==> src/rtl/chunked_adder_seq.sv <==
// Multi-cycle add/subtract unit: WIDTH-bit operands are summed CHUNK bits per clock
// through a registered carry chain, behind valid/ready handshakes on both sides.
module chunked_adder_seq #(
   parameter int WIDTH = 16,
   parameter int CHUNK = 4
) (
   input  logic             clk,
   input  logic             rst,
   input  logic             in_valid,
   output logic             in_ready,
   input  logic [WIDTH-1:0] num_1,
   input  logic [WIDTH-1:0] num_2,
   input  logic             c,
   input  logic             sub,
   output logic             out_valid,
   input  logic             out_ready,
   output logic [WIDTH-1:0] sum,
   output logic             carry,
   output logic             overflow,
   output logic             busy
);

   localparam int N     = (CHUNK > 0) ? (WIDTH / CHUNK) : 1;
   localparam int IDX_W = (N > 1) ? $clog2(N) : 1;

   generate
      if ((CHUNK < 1) || ((WIDTH % CHUNK) != 0)) begin : g_bad_params
         $error("chunked_adder_seq: WIDTH must be a positive multiple of CHUNK");
      end
   endgenerate

   typedef enum logic [1:0] {
      IDLE = 2'b00,
      RUN  = 2'b01,
      DONE = 2'b10
   } state_t;

   state_t           state_r;
   state_t           state_n;
   logic [IDX_W-1:0] idx_r;
   logic [IDX_W-1:0] idx_n;
   logic [WIDTH-1:0] a_r;
   logic [WIDTH-1:0] a_n;
   logic [WIDTH-1:0] b_r;
   logic [WIDTH-1:0] b_n;
   logic [WIDTH-1:0] sum_r;
   logic [WIDTH-1:0] sum_n;
   logic             cy_r;
   logic             cy_n;
   logic             carry_r;
   logic             carry_n;
   logic             overflow_r;
   logic             overflow_n;
   logic             out_valid_r;
   logic             in_ready_r;
   logic             busy_r;

   logic [CHUNK-1:0] a_chunk_s;
   logic [CHUNK-1:0] b_chunk_s;
   logic [CHUNK-1:0] chunk_sum_s;
   logic             chunk_co_s;
   logic             msb_cin_s;
   logic             last_s;

   // One chunk of the ripple: returns {carry_out, sum}.
   function automatic logic [CHUNK:0] add_chunk(
      input logic [CHUNK-1:0] x,
      input logic [CHUNK-1:0] y,
      input logic             cin
   );
      add_chunk = {1'b0, x} + {1'b0, y} + {{CHUNK{1'b0}}, cin};
   endfunction

   // Current-chunk datapath; carry into the MSB is recovered from the MSB sum bit.
   always_comb begin
      a_chunk_s                 = a_r[idx_r*CHUNK +: CHUNK];
      b_chunk_s                 = b_r[idx_r*CHUNK +: CHUNK];
      {chunk_co_s, chunk_sum_s} = add_chunk(a_chunk_s, b_chunk_s, cy_r);
      msb_cin_s                 = chunk_sum_s[CHUNK-1] ^ a_chunk_s[CHUNK-1] ^ b_chunk_s[CHUNK-1];
      last_s                    = (idx_r == IDX_W'(N - 1));
   end

   // Next-state and next-datapath logic.
   always_comb begin
      state_n    = state_r;
      idx_n      = idx_r;
      a_n        = a_r;
      b_n        = b_r;
      sum_n      = sum_r;
      cy_n       = cy_r;
      carry_n    = carry_r;
      overflow_n = overflow_r;
      case (state_r)
         IDLE: begin
            if (in_valid) begin
               state_n = RUN;
               idx_n   = {IDX_W{1'b0}};
               a_n     = num_1;
               b_n     = sub ? ~num_2 : num_2;
               cy_n    = sub ^ c;
            end else begin
               state_n = IDLE;
            end
         end
         RUN: begin
            sum_n[idx_r*CHUNK +: CHUNK] = chunk_sum_s;
            cy_n                        = chunk_co_s;
            if (last_s) begin
               state_n    = DONE;
               idx_n      = {IDX_W{1'b0}};
               carry_n    = chunk_co_s;
               overflow_n = msb_cin_s ^ chunk_co_s;
            end else begin
               state_n = RUN;
               idx_n   = idx_r + IDX_W'(1);
            end
         end
         DONE: begin
            if (out_ready) begin
               state_n = IDLE;
            end else begin
               state_n = DONE;
            end
         end
         default: begin
            state_n = IDLE;
         end
      endcase
   end

   // State, datapath and handshake registers; flags are decoded from the next state.
   always_ff @(posedge clk) begin
      if (rst) begin
         state_r     <= IDLE;
         idx_r       <= {IDX_W{1'b0}};
         a_r         <= {WIDTH{1'b0}};
         b_r         <= {WIDTH{1'b0}};
         sum_r       <= {WIDTH{1'b0}};
         cy_r        <= 1'b0;
         carry_r     <= 1'b0;
         overflow_r  <= 1'b0;
         out_valid_r <= 1'b0;
         in_ready_r  <= 1'b1;
         busy_r      <= 1'b0;
      end else begin
         state_r     <= state_n;
         idx_r       <= idx_n;
         a_r         <= a_n;
         b_r         <= b_n;
         sum_r       <= sum_n;
         cy_r        <= cy_n;
         carry_r     <= carry_n;
         overflow_r  <= overflow_n;
         out_valid_r <= (state_n == DONE);
         in_ready_r  <= (state_n == IDLE);
         busy_r      <= (state_n != IDLE);
      end
   end

   assign in_ready  = in_ready_r;
   assign out_valid = out_valid_r;
   assign sum       = sum_r;
   assign carry     = carry_r;
   assign overflow  = overflow_r;
   assign busy      = busy_r;

endmodule

==> config.mk <==
export PLATFORM = sky130hd
export DESIGN_NAME = chunked_adder_seq
export DESIGN_NICKNAME = d
export VERILOG_FILES = /design/src/rtl/chunked_adder_seq.sv
export SDC_FILE = /design/constraint.sdc
export NUM_CORES = 1
export LEC_CHECK = 0
export BUFFER_PORTS_ARGS = -buffer_cell sky130_fd_sc_hd__buf_2
export CAP_MARGIN = 20
export CORE_ASPECT_RATIO = 0.9
export CORE_UTILIZATION = 30
export CTS_BUF_LIST = sky130_fd_sc_hd__clkbuf_4
export DETAILED_ROUTE_END_ITERATION = 12
export MAX_ROUTING_LAYER = met4
export SLEW_MARGIN = 25
export SYNTH_ARGS = -nofsm -noshare
export SYNTH_HDL_FRONTEND = slang
export SYNTH_SLANG_ARGS = --single-unit
==> constraint.sdc <==
create_clock -name clk -period 2.7 [get_ports clk]
set_input_delay 0.27 -clock clk [delete_from_list [all_inputs] [get_ports clk]]
set_output_delay 0.27 -clock clk [all_outputs]
set_load 0.05 [all_outputs]
; ---- After elaboration in Yosys (flattened, before gate mapping)
; Cells that the tools add are included.
[totals]
output_inout_bits = 21
regBits = 58
input_bits = 38
[op_classes]
n_bitwise = 5
n_reduce_logical = 7
n_shift = 4
n_eq_ne = 5
n_addsub = 4
muxes = 11
[op_table]
columns = cell, n
row1 = negation 4 -> 34 bit, 1
row2 = variable shift 4 x 34 -> 16 bit (first input constant), 1
row3 = indexed part select 4 x 34 -> 16 bit, 1
row4 = indexed part select 16 x 5 -> 4 bit, 2
row5 = bitwise mux 16 bit, 1
row6 = 2-to-1 mux 16 bit, 1
row7 = NOT 16 bit, 1
row8 = 2-to-1 mux 2 bit, 4
row9 = == test 2 bit (second input constant), 3
row10 = case mux 2 bit (3 select lines), 1
row11 = AND reduction 2 bit, 3
row12 = adder 4 x 4 -> 5 bit, 1
row13 = adder 5 x 1 -> 5 bit, 1
row14 = logical NOT 2 bit, 2
row15 = case mux 2 bit (2 select lines), 1
row16 = nonzero test 2 bit, 2
row17 = XOR 1 bit, 4
row18 = adder 2 x 1 -> 2 bit (second input constant), 1
row19 = == test 2 x 1 -> 1 bit (second input constant), 1
row20 = 2-to-1 mux 1 bit, 2
row21 = != test 2 bit (second input constant), 1
row22 = case mux 1 bit (2 select lines), 1

; ---- Logic depth before layout (Yosys ltp)
; Gate-level depths: netlist (run 1).
[logic_depth]
depth_word = 6
depth_mapped = 9
depth_no_buf = 8

; ---- Worst setup path after synthesis (run 1)
; No wires, ideal clock.
[synth_path]
path_type = register -> register
start = reg idx_r[0]
end = reg overflow_r, in the netlist overflow
setup_slack_ns = -0.281
setup_ns = 0.079
path_buffers = 1
path_stages_with_launch = 10
required_time_ns = 2.621
synth_period_minus_slack_ns = 2.981
t_arrival_ns = 2.901
path_cell_list = dfxtp_1 -> buf_6 -> mux4_2 -> fa_1 -> fa_1 -> a21o_1 -> a21oi_1 -> xnor3_1 -> xnor2_1 -> a211oi_2
[synth_between]
elab_chain_cells = 6
word_cells_on_any_way = 9
cone_classes = add/sub (2) / eq/ne (1) / shift (2) / bitwise (3) / reduce/logical (1)
[synth_lines]
columns = item, line
row1 = start: declaration, 40  ; logic [IDX_W-1:0] idx_r;
row2 = start signal: assignment, 135  ; idx_r <= {IDX_W{1'b0}};
row3 = start signal: assignment, 147  ; idx_r <= idx_n;
row4 = "indexed part select 16 x 5 -> 4 bit, on equally long branches", "76, 77"
row5 = adder 4 x 4 -> 5 bit, 71  ; add_chunk = {1'b0, x} + {1'b0, y} + {{CHUNK{1'b0}}, cin};
row6 = adder 5 x 1 -> 5 bit, 71
row7 = XOR 1 bit (2 in a row), 79  ; msb_cin_s = chunk_sum_s[CHUNK-1] ^ a_chunk_s[CHUNK-1] ^ b_chunk_s[CHUNK-1];
row8 = XOR 1 bit, 112  ; overflow_n = msb_cin_s ^ chunk_co_s;
row9 = end signal: assignment, 153  ; overflow_r <= overflow_n;
row10 = end: declaration, 52  ; logic overflow_r;
; Several ways; a longest one is shown, not always the timed one.
; A chain may end at the register's enable or synchronous reset.

; ---- Final worst setup path (run 1)
; Same ends and word-level chain as after synthesis.

==> results.yml, run 1 <==
worst_hold_path:
  hold_path_class: "input port to register"
job:
  maxCapViolCount: 0
layout:
  drive_gt1_frac: 0.2836
  syn_to_final_growth_pct: 22.95
  multiInputGateArea_um2: 1355
  fin_cells: 457
  ff_latch_area_um2: 1165
  diodes: 0
  fin_nets: 386
  n_fill_cell: 889
  final_area_um2: 3197
timing:
  slew-limit-headroom: 0.5634
  clock_skew_ns: 0.007277
  finalHoldViolCount: 0
  setup_viol: 0
  tightest_slew_ns: 0.6536
  rsz0062_at_grt: "yes"
  fin_crit_ns: 2.668
  slew_violations: 0
  period_share: 0.9881
  worst_slack_ns: 0.03212
  fmax_ghz: 0.3748
pwr:
  combinationalPowerShare: 0.188
  p_total_w: 0.001884
  netSwitchingFraction: 0.2747
  power.density_nw_per_um2: 589.3
  switching_power_w: 0.0005175
  peakVddDrop_uv: 287.3
  power_frac_clock: 0.320
  p_leak_nw: 1.353
  internal_power_w: 0.001366
  seqPwrFrac: 0.492
global_route:
  grt_pass1_vias: 1915
  antenna_found_initial: 0
  grt.overflow.total: 0
  groute.usage.overall: 0.1365
  grt_max_degree: 40
  grt_pass1_wl_mm: 9.356
floorplan:
  die_height_um: 90.32
  dieArea_um2: 9043
  fp-row-count: 31
  core_area_um2: 8223
  start_util: 0.3162
  die_w_um: 100.1
  ios: 59
synthesis:
  synth_warnings: 0
  synth_area_um2: 2600
  syn_avg_cell_area_um2: 9.455
  synth_top_cell_area_share: 0.4466
  ys_seq_elements: 58
  synthDistinctLibCells: 30
  yosys.area.top_type: "dfxtp_1"
  netlist_instances: 275
  yosysSeqAreaShare: 0.4466
  synthTopCellsByArea: "dfxtp_1 (45%), mux4_2 (6.1%), nor2_1 (6.1%), nand2_1 (5.9%), xnor2_1 (5.7%)"
  synth_nets: 324
critical_path:
  crit_path_end_kind: "register"
  cpMostUsedCell: "fa_2"
  slowest_stage: "mux4_2"
  startpoint_type: "register"
  critPathKind: "register to register"
  required_ns: 3.02
  crit_fanout: 4
  path_cells: "mux4_2 > fa_2 > fa_2 > a21o_1 > a21oi_2 > xnor3_1 > xnor2_1 > a211oi_2"
  slowest_delay_ns: 0.52
  arrival_ns: 2.99
clock_network:
  root_buffer: "clkbuf_4"
  worstSkewPairLatency_ns: 0.39
  cts.path.max_buffers: 2
  post_cts_resized: 0
  cts-buffers-inserted: 9
  ctsHtreeMaxLevel: 3
  clk_pin_slew_ns: 0.09
  cts_tree: "yes"
  clkSinkCount: 58
route:
  drc_errors: 0
  drtPass1Iterations: 4
  vias: 2099
  wire_per_inst_um: 12.62
  routed_wl_mm: 5.767
  ant_nets: 0
  drt_iter0_markers: 82
  vias_per_cell: 4.593
placed_design:
  place_inst: 439
  routabilityCongestion: 0.7913
  dp_hpwl_mm: 4.369
  io_buffers: 58
  pre_cts_ws_ns: 0.05264
  placed_cell_area_um2: 3049
run_status:
  outcome: "finished, final reports clean"
## layout by cell type (no fill, tap or decap), types with 3 or more instances in the layout
master and count:
nor2_1 42, clkbuf_4 12, xnor2_1 17, dfxtp_1 57
buf_2 58, mux4_2 7, a211oi_1 17, ha_1 9
a21oi_1 23, inv_1 3, nand2_1 41, buf_4 10
a22oi_1 16
## worst max-delay path, delay by kind of cell (launching register included)
family / cells / cell delay [ns]
adder cells (fa/ha/maj): 2 / 0.76
AO/OA/AOI/OAI: 3 / 0.52
multiplexers: 1 / 0.52
flip-flops: 1 / 0.38
XOR/XNOR: 2 / 0.42
## through the flow
step	TNS (ns)	utilization	hold slack, ns
floorplan	-0.02212	-	0.4060
global placement	0	0.3708	0.4396
detailed placement	0	0.3708	0.4486
CTS	0	0.3869	0.07882
global route	-0.08819	0.3888	0.08245
finish	0	0.3888	0.1037
## final cells by class
type                            count  share of cell area
Inverter                            4            0.004697
Multi-Input combinational cell    195              0.4239
Sequential cell                    58              0.3644
Clock inverter                      4             0.01331
Timing Repair Buffer               69              0.1205
Clock buffer                       12             0.02818
Tap cell                          115             0.04501
## cells in the mapped netlist, drive strengths merged
cell and number:
dfxtp 58, nor2 42, nand2 41, a21oi 24, a211oi 18, xnor2 18, a22oi 16, clkbuf 14
ha 9, mux4 8, buf 4, inv 4, a21o 2, and2 2, and4 2, fa 2
nor2b 2, nor3 2, xor2 2, a222oi 1, and4b 1, nand2b 1, o21bai 1, xnor3 1
## power groups by stage
stage / clock network [W] / logic, W / registers (W)
floorplan: 0 / 0.000231 / 0.000961
global placement: 0 / 0.000349 / 0.000945
detailed placement: 0 / 0.000354 / 0.000948
CTS: 0.000621 / 0.000355 / 0.000928
global route: 0.000663 / 0.000392 / 0.000934
finish: 0.000602 / 0.000354 / 0.000927
## layer usage
layer,track usage,routed length [um]
met1,0.1745,2749
met2,0.2055,2646
met3,0.04721,310
met4,0.03623,61
met5,-,0
## flip-flops by register name, summed over array words and instances, names as in the netlist
signal / flops
idx_r: 2
state_r: 2
busy: 1
in_ready: 1
out_valid: 1
carry: 1
overflow: 1
sum: 16
cy_r: 1
a_r: 16
b_r: 16
## cells by family after synthesis
family                   synth area share
buffers and inverters             0.03561
multiplexers                      0.07074
AND/OR/NAND/NOR                    0.1463
AO/OA/AOI/OAI                      0.1588
flip-flops                         0.4466
adder cells (fa/ha/maj)           0.05871
XOR/XNOR                          0.08325
## timing repair
action | in CTS | in global routing
buffers inserted | 0 | 2
hold buffers | 0 | 0
setup endpoints to repair | 0 | 2
## worst paths after layout
path                    startpoint                    end  slack (ns)  cells past startpoint
max          idx_r[0]$_SDFFE_PP0P_  overflow$_SDFFE_PP0P_        0.03                      8
min                      num_1[14]   a_r[14]$_SDFFE_PP0P_        0.10                      3
max reg2reg  idx_r[0]$_SDFFE_PP0P_  overflow$_SDFFE_PP0P_        0.03                      8
min reg2reg   a_r[12]$_SDFFE_PP0P_   a_r[12]$_SDFFE_PP0P_        0.46                      2
Power figures use the tool's default switching activity.
==> run 2: changes to the inputs <==
--- a/config.mk
+++ b/config.mk
@@ -7,11 +7,14 @@
 export LEC_CHECK = 0
 export BUFFER_PORTS_ARGS = -buffer_cell sky130_fd_sc_hd__buf_2
 export CAP_MARGIN = 20
+export CELL_PAD_IN_SITES_DETAIL_PLACEMENT = 1
+export CELL_PAD_IN_SITES_GLOBAL_PLACEMENT = 1
 export CORE_ASPECT_RATIO = 0.9
 export CORE_UTILIZATION = 30
 export CTS_BUF_LIST = sky130_fd_sc_hd__clkbuf_4
 export DETAILED_ROUTE_END_ITERATION = 12
 export MAX_ROUTING_LAYER = met4
+export PLACE_DENSITY_LB_ADDON = 0.1
 export SLEW_MARGIN = 25
 export SYNTH_ARGS = -nofsm -noshare
 export SYNTH_HDL_FRONTEND = slang
==> results.yml, run 2 (synthesized netlist as in run 1, its figures left out) <==
global_route:
  antenna_found_initial: 0
  grt_pass1_vias: 2093
  grt_pass1_wl_mm: 10.76
  groute.usage.overall: 0.1610
  grt.overflow.total: 0
  grt_max_degree: 41
route:
  vias_per_cell: 4.649
  drc_errors: 0
  met1_length_mm: 3.511
  dr_wl_met2_mm: 2.757
  met3WireLength_um: 269
  vias: 2120
  routed_wl_mm: 6.568
  ant_nets: 0
  topRoutingLayerUsed: "met4"
  drt_iter0_markers: 83
  drtPass1Iterations: 4
  wire_per_inst_um: 14.40
floorplan:
  die_height_um: 90.32
  core_area_um2: 8223
  ios: 59
  die_w_um: 100.1
  fp-row-count: 31
  dieArea_um2: 9043
  start_util: 0.3162
clock_network:
  cts-buffers-inserted: 9
  clkSinkCount: 58
  post_cts_resized: 0
  root_buffer: "clkbuf_4"
  cts_tree: "yes"
  worstSkewPairLatency_ns: 0.39
  cts.path.max_buffers: 2
  clk_pin_slew_ns: 0.10
  ctsHtreeMaxLevel: 3
  post_cts_buffers: 0
timing:
  fmax_ghz: 0.3749
  rsz0062_at_grt: "yes"
  period_share: 0.9879
  slew_violations: 0
  finalHoldViolCount: 0
  holdWs_ns: 0.1160
  setup-tns-final_ns: 0
  worst_slack_ns: 0.03269
  tightest_slew_ns: 0.7419
  slew-limit-headroom: 0.5054
  fin_crit_ns: 2.667
  setup_viol: 0
  clock_skew_ns: 0.01390
critical_path:
  r2r_end: "overflow$_SDFFE_PP0P_"
  arrival_ns: 2.98
  crit_start: "idx_r[0]$_SDFFE_PP0P_"
  critPathKind: "register to register"
  crit_fanout: 4
  required_ns: 3.01
  rr_startpoint: "idx_r[0]$_SDFFE_PP0P_"
  rrSetupSlack_ns: 0.03
  rr_worst_depth: 8
  endpoint: "overflow$_SDFFE_PP0P_"
  startpoint_type: "register"
  crit_path_end_kind: "register"
pwr:
  peakVddDrop_uv: 225.0
  p_total_w: 0.002086
  power.density_nw_per_um2: 644.5
  p_leak_nw: 1.361
layout:
  drive_gt1_frac: 0.2815
  layout_common_cells: "buf_2 (58), dfxtp_1 (57), nor2_1 (42)"
  syn_to_final_growth_pct: 24.49
  diodes: 0
  final_util: 0.3936
  final_common_cell: "buf_2"
  fin_nets: 385
worst_hold_path:
  hold_depth: 3
  hold_path_class: "input port to register"
placed_design:
  pre_cts_ws_ns: -0.005411
  routabilityCongestion: 0.7919
  io_buffers: 58
  dp_hpwl_mm: 4.829
job:
  maxCapViolCount: 0
run_status:
  outcome: "finished, final reports clean"
run 2: per-stage QoR:
step | cell area [um^2] | cells
4_1_cts | 3237 | 456
3_5_place_dp | 3057 | 440
3_3_place_gp | 3057 | 440
6_report | 3237 | 456
2_1_floorplan | 2616 | 275
5_1_grt | 3237 | 456
run 2: layout make-up:
type	count	area, um^2
Timing Repair Buffer	68	377.9
Sequential cell	58	1165
Inverter	4	15.01
Tap cell	115	143.9
Multi-Input combinational cell	195	1355
Clock inverter	6	105.1
Clock buffer	10	75.07
Fill cell	998	4986
run 2: worst min-delay path by stage:
stage | to | startpoint | slack [ns]
2_1_floorplan | a_r[0]$_SDFFE_PP0P_ | num_1[0] | 0.41
3_3_place_gp | a_r[8]$_SDFFE_PP0P_ | a_r[8]$_SDFFE_PP0P_ | 0.45
3_5_place_dp | a_r[13]$_SDFFE_PP0P_ | a_r[13]$_SDFFE_PP0P_ | 0.45
4_1_cts | a_r[15]$_SDFFE_PP0P_ | num_1[15] | 0.09
5_1_grt | a_r[7]$_SDFFE_PP0P_ | num_1[7] | 0.07
6_report | a_r[15]$_SDFFE_PP0P_ | num_1[15] | 0.12
run 2: routing by layer:
layer,global-route usage,vias to the layer above
met5,-,-
met4,0.03623,0
met3,0.05650,5
met2,0.2215,47
met1,0.2255,992
li1,-,1076
run 2: what timing repair did:
item	CTS	global route
endpoints found under the hold margin	0	0
endpoints found under the setup margin	1	1
hold buffers	0	0
pin swaps	4	0
run 2: where the power goes:
part	internal, W	total (W)	leakage [nW]	switching (W)
logic	0.000157	0.000362	0.794	0.000204
registers	0.000902	0.000930	0.476	0.0000277
clock network	0.000474	0.000795	0.0917	0.000321
run 2: critical path, cell delays in order, from the launching register on:
cell	delay (ns)
dfxtp_4	0.39
mux4_2	0.52
fa_2	0.40
fa_2	0.37
a21o_1	0.19
a21oi_2	0.16
xnor3_1	0.24
xnor2_1	0.15
a211oi_2	0.18
==> run 3: changes to the inputs <==
--- a/config.mk
+++ b/config.mk
@@ -10,6 +10,7 @@
 export CELL_PAD_IN_SITES_DETAIL_PLACEMENT = 1
 export CELL_PAD_IN_SITES_GLOBAL_PLACEMENT = 1
 export CORE_ASPECT_RATIO = 0.9
+export CORE_MARGIN = 2
 export CORE_UTILIZATION = 30
 export CTS_BUF_LIST = sky130_fd_sc_hd__clkbuf_4
 export DETAILED_ROUTE_END_ITERATION = 12
==> results.yml, run 3 (synthesized netlist as in run 1, its figures left out) <==
pwr:
  p_leak_nw: 1.339
  power.density_nw_per_um2: 569.5
  peakVddDrop_uv: 161.8
  p_total_w: 0.001806
route:
  vias: 2147
  drt_iter0_markers: 63
  drtPass1Iterations: 4
  routed_wl_mm: 6.402
  ant_nets: 0
  wire_per_inst_um: 13.95
  vias_per_cell: 4.678
  drc_errors: 0
clock_network:
  cts_tree: "yes"
  cts-buffers-inserted: 9
  ctsHtreeMaxLevel: 3
  worstSkewPairLatency_ns: 0.39
  cts-hold-fix-buffers: 0
  clk_pin_slew_ns: 0.10
  cts.path.max_buffers: 2
  post_cts_resized: 0
  post_cts_buffers: 0
  root_buffer: "clkbuf_4"
  clkSinkCount: 58
placed_design:
  routabilityCongestion: 0.7628
  io_buffers: 58
  placed_cell_area_um2: 3054
  dp_hpwl_mm: 4.624
  pre_cts_ws_ns: 0.06232
  place_inst: 443
critical_path:
  crit_fanout: 4
  critPathKind: "register to register"
  path_cells: "mux4_2 > fa_2 > fa_2 > a21o_1 > a21oi_2 > xnor3_1 > xnor2_2 > a211oi_2"
  crit_start: "idx_r[0]$_SDFFE_PP0P_"
  startpoint_type: "register"
  rr_startpoint: "idx_r[0]$_SDFFE_PP0P_"
  path_delay_family: "adder cells"
  slowest_delay_ns: 0.52
  arrival_ns: 2.95
  cpMostUsedCell: "fa_2"
  crit_buf_inv: 0
  slowest_stage: "mux4_2"
  required_ns: 3.01
  crit_path_end_kind: "register"
global_route:
  use_met2: 0.2352
  groute.usage.overall: 0.1535
  grt_pass1_wl_mm: 10.81
  antenna_found_initial: 0
  grt_max_degree: 58
  grt_use_met3: 0.04755
  busiest_layer: "met2"
  grt.overflow.total: 0
  use_met1: 0.1946
  grt_pass1_vias: 2197
layout:
  fin_cells: 459
  diodes: 0
  final_common_cell: "buf_2"
  final_area_um2: 3171
  fin_nets: 384
  syn_to_final_growth_pct: 21.94
  drive_gt1_frac: 0.2853
  layout_common_cells: "buf_2 (58), dfxtp_1 (57), nor2_1 (42)"
worst_hold_path:
  hold_path_class: "input port to register"
  hp-start: "num_1[3]"
timing:
  fmax_ghz: 0.3790
  setup_viol: 0
  clock_skew_ns: 0.008028
  holdWs_ns: 0.1113
  period_share: 0.9773
  finalHoldViolCount: 0
  fin_crit_ns: 2.639
  worst_slack_ns: 0.06130
  slew-limit-headroom: 0.5434
  tightest_slew_ns: 0.6835
  slew_violations: 0
  rsz0062_at_grt: "yes"
floorplan:
  die_height_um: 92.32
  ios: 59
  die_w_um: 102.1
  start_util: 0.3063
  dieArea_um2: 9428
  core_area_um2: 8488
  fp-row-count: 32
job:
  maxCapViolCount: 0
run_status:
  outcome: "finished, final reports clean"
## run 3: worst paths after layout
kind | cells after the start | slack [ns] | end
worst max-delay path | 8 | 0.06 | overflow$_SDFFE_PP0P_
worst min-delay path | 3 | 0.11 | a_r[3]$_SDFFE_PP0P_
worst max register to register | 8 | 0.06 | overflow$_SDFFE_PP0P_
worst min register to register | 2 | 0.46 | a_r[13]$_SDFFE_PP0P_
## run 3: layer usage
metal | vias to the layer above | part of all wire
met2 | 39 | 0.49
met1 | 1028 | 0.47
met4 | 0 | 0.0044
met3 | 4 | 0.035
met5 | - | 0
li1 | 1076 | -
## run 3: cell type report
cell class | count | area (um^2)
fill | 1025 | 5318
multi-input combinational | 195 | 1363
sequential | 58 | 1165
timing repair buffer | 67 | 370.4
tap | 119 | 148.9
clock buffer | 12 | 90.09
clock inverter | 4 | 18.77
inverter | 4 | 15.01
## run 3: tightest hold or removal path, stage by stage
cell	delay, ns
buf_2	0.09
nand2_1	0.04
a21oi_1	0.05
## run 3: where the power goes
| group | switching (W) | internal (W) |
|---|---|---|
| Sequential | 0.0000259 | 0.000902 |
| Combinational | 0.000202 | 0.000159 |
| Clock | 0.000303 | 0.000214 |
## run 3: stage by stage
| stage | setup TNS (ns) | util |
|---|---|---|
| 2_1_floorplan | -0.02212 | - |
| 3_3_place_gp | 0 | 0.3598 |
| 3_5_place_dp | 0 | 0.3598 |
| 4_1_cts | 0 | 0.3726 |
| 5_1_grt | -0.07585 | 0.3735 |
| 6_report | 0 | 0.3735 |
